## src/rtl/adc_channel_guard.sv

```systemverilog
// Per-channel ADC sample qualifier: debounced kill, zero-run faults,
// sticky host-cleared faults and a bypass mask, one-cycle registered output.
module adc_channel_guard #(
  parameter int N_CHAN     = 8,
  parameter int W_CHAN     = 3,
  parameter int W_DATA     = 16,
  parameter int DEB_CYC    = 8,
  parameter int ZERO_LIMIT = 4,
  parameter int W_WR_ADDR  = 16,
  parameter int W_WR_DATA  = 16,
  parameter int MASK_ADDR  = 'h40,
  parameter int CLR_ADDR   = 'h41,
  parameter int MODE_ADDR  = 'h42
) (
  input  logic                 clk_in,
  input  logic                 rst_in,
  input  logic [N_CHAN-1:0]    shutdown_in,
  input  logic                 dv_in,
  input  logic [W_CHAN-1:0]    chan_in,
  input  logic [W_DATA-1:0]    data_in,
  input  logic                 wr_en,
  input  logic [W_WR_ADDR-1:0] wr_addr,
  input  logic [W_WR_DATA-1:0] wr_data,
  output logic                 dv_out,
  output logic [W_CHAN-1:0]    chan_out,
  output logic [W_DATA-1:0]    data_out,
  output logic [N_CHAN-1:0]    fault_out,
  output logic                 fault_evt_out
);

  localparam int W_DC = $clog2(DEB_CYC + 1);
  localparam int W_ZC = $clog2(ZERO_LIMIT + 1);
  localparam logic [W_DC-1:0] DL = W_DC'(DEB_CYC - 1);
  localparam logic [W_ZC-1:0] ZL = W_ZC'(ZERO_LIMIT);

  logic [N_CHAN-1:0] sh1, sh2, kill_db;
  logic [W_DC-1:0]   dcnt [N_CHAN];
  logic [W_ZC-1:0]   zc [N_CHAN];
  logic [W_ZC-1:0]   zc_nxt [N_CHAN];
  logic [N_CHAN-1:0] mask, hit, fault_nxt;
  logic [1:0]        mode;
  logic              pass, trip, is_zero;
  logic              mask_wr, clr_wr, mode_wr;
  logic              unused_wr;

  assign unused_wr = ^wr_data;
  assign mask_wr = wr_en && wr_addr == W_WR_ADDR'(MASK_ADDR);
  assign clr_wr  = wr_en && wr_addr == W_WR_ADDR'(CLR_ADDR);
  assign mode_wr = wr_en && wr_addr == W_WR_ADDR'(MODE_ADDR);
  assign is_zero = data_in == '0;

  // One-hot channel decode; out-of-range channels never hit.
  always_comb begin
    hit = '0;
    for (int c = 0; c < N_CHAN; c++)
      hit[c] = dv_in && chan_in == W_CHAN'(c);
  end

  always_comb begin
    fault_nxt = fault_out;
    pass = 1'b0;
    trip = 1'b0;
    for (int c = 0; c < N_CHAN; c++) begin
      zc_nxt[c] = zc[c];
      if (clr_wr && wr_data[c]) begin
        fault_nxt[c] = 1'b0;
        zc_nxt[c] = '0;
      end
      if (hit[c]) begin
        if (mask[c]) begin
          pass = 1'b1;
        end else begin
          if (is_zero) begin
            zc_nxt[c] = (zc[c] == ZL) ? ZL : zc[c] + W_ZC'(1);
            trip = zc_nxt[c] == ZL;
          end else begin
            zc_nxt[c] = '0;
          end
          pass = !(fault_out[c] || kill_db[c] || trip ||
                   (is_zero && mode[0]));
          if (trip) fault_nxt[c] = 1'b1;
        end
      end
      if (!mask[c] && kill_db[c] && mode[1]) fault_nxt[c] = 1'b1;
    end
  end

  always_ff @(posedge clk_in or posedge rst_in) begin
    if (rst_in) begin
      sh1 <= '0;
      sh2 <= '0;
      kill_db <= '0;
      for (int c = 0; c < N_CHAN; c++) begin
        dcnt[c] <= '0;
        zc[c] <= '0;
      end
      mask <= '0;
      mode <= 2'b11;
      fault_out <= '0;
      fault_evt_out <= 1'b0;
      dv_out <= 1'b0;
      chan_out <= '0;
      data_out <= '0;
    end else begin
      sh1 <= shutdown_in;
      sh2 <= sh1;
      for (int c = 0; c < N_CHAN; c++) begin
        if (sh2[c] != kill_db[c]) begin
          if (dcnt[c] == DL) begin
            kill_db[c] <= ~kill_db[c];
            dcnt[c] <= '0;
          end else begin
            dcnt[c] <= dcnt[c] + W_DC'(1);
          end
        end else begin
          dcnt[c] <= '0;
        end
        zc[c] <= zc_nxt[c];
      end
      if (mask_wr) mask <= wr_data[N_CHAN-1:0];
      if (mode_wr) mode <= wr_data[1:0];
      fault_out <= fault_nxt;
      fault_evt_out <= |(fault_nxt & ~fault_out);
      dv_out <= pass;
      if (pass) begin
        chan_out <= chan_in;
        data_out <= data_in;
      end
    end
  end

endmodule

```

## config.mk

```make
export PLATFORM = sky130hd
export DESIGN_NAME = adc_channel_guard
export DESIGN_NICKNAME = d
export VERILOG_FILES = /design/src/rtl/adc_channel_guard.sv
export SDC_FILE = /design/constraint.sdc
export NUM_CORES = 1
export LEC_CHECK = 0
export ABC_AREA = 1
export CORE_MARGIN = 2
export CORE_UTILIZATION = 56
export CTS_BUF_LIST = sky130_fd_sc_hd__clkbuf_2
export DETAILED_ROUTE_END_ITERATION = 10
export PLACE_DENSITY_LB_ADDON = 0.15
export SLEW_MARGIN = 20
export SYNTH_ARGS = -nofsm -noshare
export SYNTH_HDL_FRONTEND = slang
export SYNTH_SLANG_ARGS = --single-unit
```

## constraint.sdc

```tcl
create_clock -name clk_in -period 4.2 [get_ports clk_in]
set_input_delay 0.63 -clock clk_in [delete_from_list [all_inputs] [get_ports clk_in]]
set_output_delay 0.63 -clock clk_in [all_outputs]
set_load 0.05 [all_outputs]
```

==> results of run 1 <==
-- cells in the mapped netlist --
master and instances:
buf_4 1, a31oi_1 1, o32ai_1 11, nor2_4 3
buf_2 3, ha_1 24, mux2_2 7, a211o_1 1
nand4_1 6, o31ai_1 11, inv_1 106, nor4_1 3
xor2_1 8, dfstp_2 2, a22o_1 2, o22ai_1 1
nand3b_1 10, nand2_2 4, nor2_1 83, nor2_8 1
or2_2 2, a21boi_1 1, nor2_2 4, clkbuf_1 2
nand3_4 1, buf_6 1, a21oi_1 6, o21ai_1 1
o21bai_1 7, o21ai_0 25, dfrtp_1 117, xnor2_1 17
nand2_1 125, nor3_1 3, nand3_1 55, nand2_4 1
nand4_2 1, and2_1 1, and3_1 1, inv_2 6
-- registers in the layout, summed over array words and instances, names as in the netlist --
| name | count |
|---|---|
| chan_out | 3 |
| data_out | 16 |
| dcnt | 32 |
| dv_out | 1 |
| fault_evt_out | 1 |
| fault_out | 8 |
| kill_db | 8 |
| mask | 8 |
| mode | 2 |
| sh1 | 8 |
| sh2 | 8 |
| zc | 24 |
-- final cells by class --
cell class	count	area, um^2
clock buffers	21	105.1
multi-input cells	427	2409
flip-flops and latches	119	2980
well taps	136	170.2
inverters	112	422.9
repair buffers	86	865.8
clock inverters	11	131.4
fillers	820	3147
-- cell usage in the layout, fill, tap and decap left out, drive strengths merged, types with 3 or more instances in the layout --
master | Yosys | routed
a21oi | 6 | 6
buf | 5 | 3
bufinv | 0 | 3
clkbuf | 2 | 21
clkdlybuf4s50 | 0 | 83
clkinv | 0 | 6
dfrtp | 117 | 117
ha | 24 | 24
inv | 112 | 112
mux2 | 7 | 7
nand2 | 130 | 130
nand3 | 56 | 56
nand3b | 10 | 10
nand4 | 7 | 7
nor2 | 91 | 91
nor3 | 3 | 3
nor4 | 3 | 3
o21ai | 26 | 26
o21bai | 7 | 7
o31ai | 11 | 11
o32ai | 11 | 11
xnor2 | 17 | 17
xor2 | 8 | 8
-- through the flow --
step                      cells  worst slack (ns)  hold slack [ns]  power [uW]
after detailed placement    880             1.302           0.3347        2481
after floorplan             665            0.4158           0.3312        2154
final                       912             1.611           0.3642        3191
after global placement      880             1.365           0.3360        2436
after global routing        912             1.498           0.2943        3394
after CTS                   912             1.560           0.3144        3228
-- cells by family after synthesis --
logic type,Yosys count,share of synthesized area (%)
DFF,119,50.94
buffers and inverters,119,7.891
xor gates and xnor gates,25,3.743
muxes,7,1.347
and+or+nand+nor,304,23.46
adders and majority gates,24,5.133
AOI/OAI and AO/OA,67,7.485
-- power by group through the flow --
stage | Combinational (uW) | Sequential [uW] | Clock [uW]
floorplan | 405 | 1750 | 0
global placement | 912 | 1520 | 0
detailed placement | 942 | 1540 | 0
CTS | 947 | 1520 | 767
global route | 1030 | 1540 | 817
finish | 935 | 1510 | 743
-- final timing paths --
| kind | start | end | slack, ns | cells after the start |
|---|---|---|---|---|
| min in group asynchronous | rst_in | dcnt[27]$_DFF_PP0_ | 0.41 | 3 |
| worst max register to register | zc[21]$_DFF_PP0_ | data_out[3]$_DFFE_PP0P_ | 1.92 | 15 |
| max in group asynchronous | rst_in | kill_db[3]$_DFFE_PP0P_ | 3.29 | 3 |
| worst max-delay path | fault_out[0]$_DFF_PP0_ | fault_out[0] | 1.61 | 1 |
| worst min register to register | sh1[5]$_DFF_PP0_ | sh2[5]$_DFF_PP0_ | 0.36 | 0 |
| worst min-delay path | sh1[5]$_DFF_PP0_ | sh2[5]$_DFF_PP0_ | 0.36 | 0 |
-- layer usage --
layer  vias up  part of all wire [%]
met3        27                   5.6
met5         -                     0
met4         0                   2.3
met1      2235                    44
met2       118                    48
li1       2334                     -
==> flow_metrics.tcl, run 1 <==
set metrics [dict create \
    critPathBufInv 1 \
    clock_sinks 119 \
    seq_power_share_pct 47.4 \
    worstSetupEndpointType "primary output" \
    ys_seq_elements 119 \
    grtUsageMet3_pct 6.070 \
    p_int_uw 2058 \
    fin_nets 850 \
    antenna_found_initial 0 \
    antenna_cells 0 \
    setup_violations 0 \
    die-area_um2 11280 \
    drv_slew 0 \
    path_cells "clkdlybuf4s50_1" \
    path_max_fanout 3 \
    fin_setup_tns_ns 0 \
    fin_area_um2 7084 \
    row_count 37 \
    p_sw_share_pct 35.51 \
    dp.final_hpwl_mm 8.838 \
    cts_tree "done" \
    fp.dieH_um 106.2 \
    dr.pass1.iters 5 \
    numCtsBuffers 17 \
    crit_family "buffers and inverters" \
    gp_congestion 0.8475 \
    cellPowerDensity_nw_per_um2 450.4 \
    tightest_slew_ns 0.6323 \
    worst_ep_required_time_ns 3.57 \
    comb_power_share_pct 29.3 \
    clk_pin_slew_worst_paths_ns 0.17 \
    max_cap_violations 0 \
    slowest_delay_ns 0.84 \
    grt-ovfl-total 0 \
    worst_ep_arrival_time_ns 1.96 \
    synthesis.nets 752 \
    htree_levels 4 \
    seq_area_frac_synth_pct 50.94 \
    drt-initial-drc-count 219 \
    slew_headroom_pct 57.84 \
    placedInstanceArea_um2 6848 \
    grt_use_met1_pct 29.98 \
    synth_area_per_cell_um2 8.798 \
    clkPwrFrac_pct 23.3 \
    rsz0062_at_grt "false" \
    cts_hold_buf 0 \
    cts.repair.resized 0 \
    outcome "finished, final reports clean" \
    drc 0 \
    grt_use_met2_pct 39.06 \
    grt_pass1_vias 4704 \
    synthTopCellsByArea "dfrtp_1, nand2_1, inv_1" \
    synth_top_area_cell "dfrtp_1" \
    area_delta_synth_final_pct 21.09 \
    wl_per_cell_um 13.30 \
    fin_crit_sh_pct 61.64 \
    io_pins 92 \
    die_x_um 106.2 \
    cts_setup_buffers 0 \
    power_switching_uw 1133 \
    grtUsageTotal_pct 23.71 \
    yosys_warnings 0 \
    drive_gt1_share_pct 8.376 \
    finalWirelength_mm 12.13 \
    root_buffer "clkbuf_2" \
    routed_via_density 5.169 \
    synthCells 665 \
    clk_latency_ns 0.68 \
    vdd_drop_max_mv 0.2856 \
    cts.path.max_buffers 2 \
    skew_ns 0.03480 \
    num_vias 4714 \
    ys_types 40 \
    core-area_um2 10230 \
    synth_top_area_share_pct 50.04 \
    ant_nets 0 \
    hp-class "flop to flop" \
    path_class "flop to primary output" \
    initial_core_util_pct 57.18 \
    leakagePower_uw 0.003514 \
    fin_crit_ns 2.589 \
    grt_pass1_wl_mm 21.18 \
    crit_slowest_cell "clkdlybuf4s50_1" \
    final-hold-violation-count 0 \
    max_freq_mhz 386.3 \
    grt-busiest-layer "met2" \
    grt_max_degree 120 \
    syn_area_um2 5851 \
    post-route-util_pct 69.24 \
    io_buffers 83 \
    critPathLaunchType "flop" \
]
Power figures use the tool's default switching activity.
==> run 2, diff against run 1 <==
clock period = 2.6 ns   (was 4.2 ns; I/O delays follow)
==> flow_metrics.tcl, run 2 (same netlist as run 1, synthesis figures left out) <==
set metrics [dict create \
    drc 0 \
    wl_per_cell_um 13.58 \
    num_vias 4713 \
    cts.repair.resized 0 \
    fin_nets 860 \
    routed_via_density 5.112 \
    setup_violations 0 \
    fin_crit_ns 2.323 \
    max_cap_violations 0 \
    path_cells "clkdlybuf4s50_1" \
    layout_commonest_cell "nand2_1" \
    slowest_delay_ns 0.82 \
    reg2reg_depth 16 \
    vdd_drop_max_mv 0.4472 \
    fp.dieH_um 106.2 \
    cts_tree "done" \
    die-area_um2 11280 \
    ff2ff_setup_slack_ns 0.36 \
    worst_ep_required_time_ns 2.21 \
    critPathBufInv 1 \
    max_freq_mhz 430.4 \
    initial_core_util_pct 57.18 \
    reg_top3 "dcnt (32), zc (24), data_out (16)" \
    grt_max_degree 45 \
    core-area_um2 10230 \
    final_cell_mix "nand2_1, dfrtp_1, inv_1" \
    crit_start "fault_out[4]$_DFF_PP0_" \
    cts_setup_buffers 0 \
    fillerInstances 801 \
    clock_sinks 119 \
    cts.path.max_buffers 2 \
    outcome "finished, final reports clean" \
    io_pins 92 \
    crit_slowest_cell "clkdlybuf4s50_1" \
    htree_levels 4 \
    area_delta_synth_final_pct 22.78 \
    tightest_slew_ns 0.5202 \
    crit_cells 1 \
    fin_cells 922 \
    r2r_end "data_out[2]$_DFFE_PP0P_" \
    antenna_found_initial 0 \
    drv_slew 0 \
    skew_ns 0.02109 \
    grt_pass1_vias 4969 \
    dp.final_hpwl_mm 9.371 \
    top_register "dcnt" \
    numCtsBuffers 17 \
    drt-initial-drc-count 236 \
    die_x_um 106.2 \
    path_max_fanout 4 \
    rsz0062_at_grt "false" \
    row_count 37 \
    hold_slack_ns 0.08003 \
    r2r-start "zc[15]$_DFF_PP0_" \
    critPathLaunchType "flop" \
    final-hold-violation-count 0 \
    cellPowerDensity_nw_per_um2 719.5 \
    fin_crit_sh_pct 89.36 \
    leakagePower_uw 0.003561 \
    fin_setup_tns_ns 0 \
    root_buffer "clkbuf_2" \
    clk_pin_slew_worst_paths_ns 0.17 \
    largest_register_ffs 32 \
    grtUsageTotal_pct 24.57 \
    io_buffers 83 \
    ant_nets 0 \
    path_class "flop to primary output" \
    place_inst 890 \
    gp_congestion 0.8900 \
    drive_gt1_share_pct 9.288 \
    clk_latency_ns 0.67 \
    dr.pass1.iters 6 \
    hp-class "input pin to asynchronous set/reset pin" \
    cts_hold_buf 0 \
    slew_headroom_pct 65.25 \
    grt_pass1_wl_mm 21.91 \
    crit_family "buffers and inverters" \
    finalWirelength_mm 12.52 \
    worst_ep_arrival_time_ns 1.93 \
    endpoint "fault_out[4]" \
    antenna_cells 0 \
    grt-ovfl-total 0 \
    worstSetupEndpointType "primary output" \
]
-- run 2: cell count changes in the layout (fill, tap and decap cells not counted), sizes merged --
cell / before / now
buf: 3 / 13
clkbuf: 21 / 20
clkinv: 6 / 7
clkinvlp: 2 / 3
inv: 112 / 111
-- run 2: power breakdown --
part / switching (uW) / total (uW) / internal, uW
Clock: 662 / 1190 / 528
Sequential: 257 / 2440 / 2190
Combinational: 922 / 1530 / 612
Total: 1840 / 5170 / 3330
-- run 2: cell type report --
type	count	area (um^2)	share of cell area, %
clock inverters	12	133.9	1.864
repair buffers	96	965.9	13.45
clock buffers	20	100.1	1.393
inverters	112	424.2	5.905
flip-flops and latches	119	2980	41.49
well taps	136	170.2	2.369
multi-input cells	427	2409	33.53
-- run 2: how the worst min path moves through the flow --
stage                                 from                      to  slack, ns  cells after the start
final                               rst_in  fault_out[4]$_DFF_PP0_       0.08                      2
after global routing                rst_in        sh1[5]$_DFF_PP0_       0.04                      2
after CTS                           rst_in         zc[8]$_DFF_PP0_       0.05                      2
after detailed placement  sh1[2]$_DFF_PP0_        sh2[2]$_DFF_PP0_       0.34                      0
after global placement    sh1[2]$_DFF_PP0_        sh2[2]$_DFF_PP0_       0.33                      0
after floorplan           sh1[0]$_DFF_PP0_        sh2[0]$_DFF_PP0_       0.33                      0
-- run 2: layer usage --
| metal | global-route usage [%] | vias to the layer above | share of wire [%] |
|---|---|---|---|
| met1 | 30.12 | 2225 | 43 |
| met3 | 6.254 | 22 | 5.5 |
| li1 | - | 2340 | - |
| met5 | 0 | - | 0 |
| met4 | 10.06 | 0 | 2.1 |
| met2 | 41.48 | 126 | 49 |
-- run 2: metrics by stage --
step / total power (uW) / util [%] / setup slack [ns] / area, um^2
final: 5168 / 70.21 / 0.2766 / 7183
after global routing: 5500 / 70.21 / 0.1452 / 7183
after CTS: 5224 / 70.21 / 0.2230 / 7183
after detailed placement: 4028 / 67.92 / 0.009930 / 6949
after global placement: 3949 / 67.92 / 0.05353 / 6949
after floorplan: 3480 / - / 0.6688 / 5854
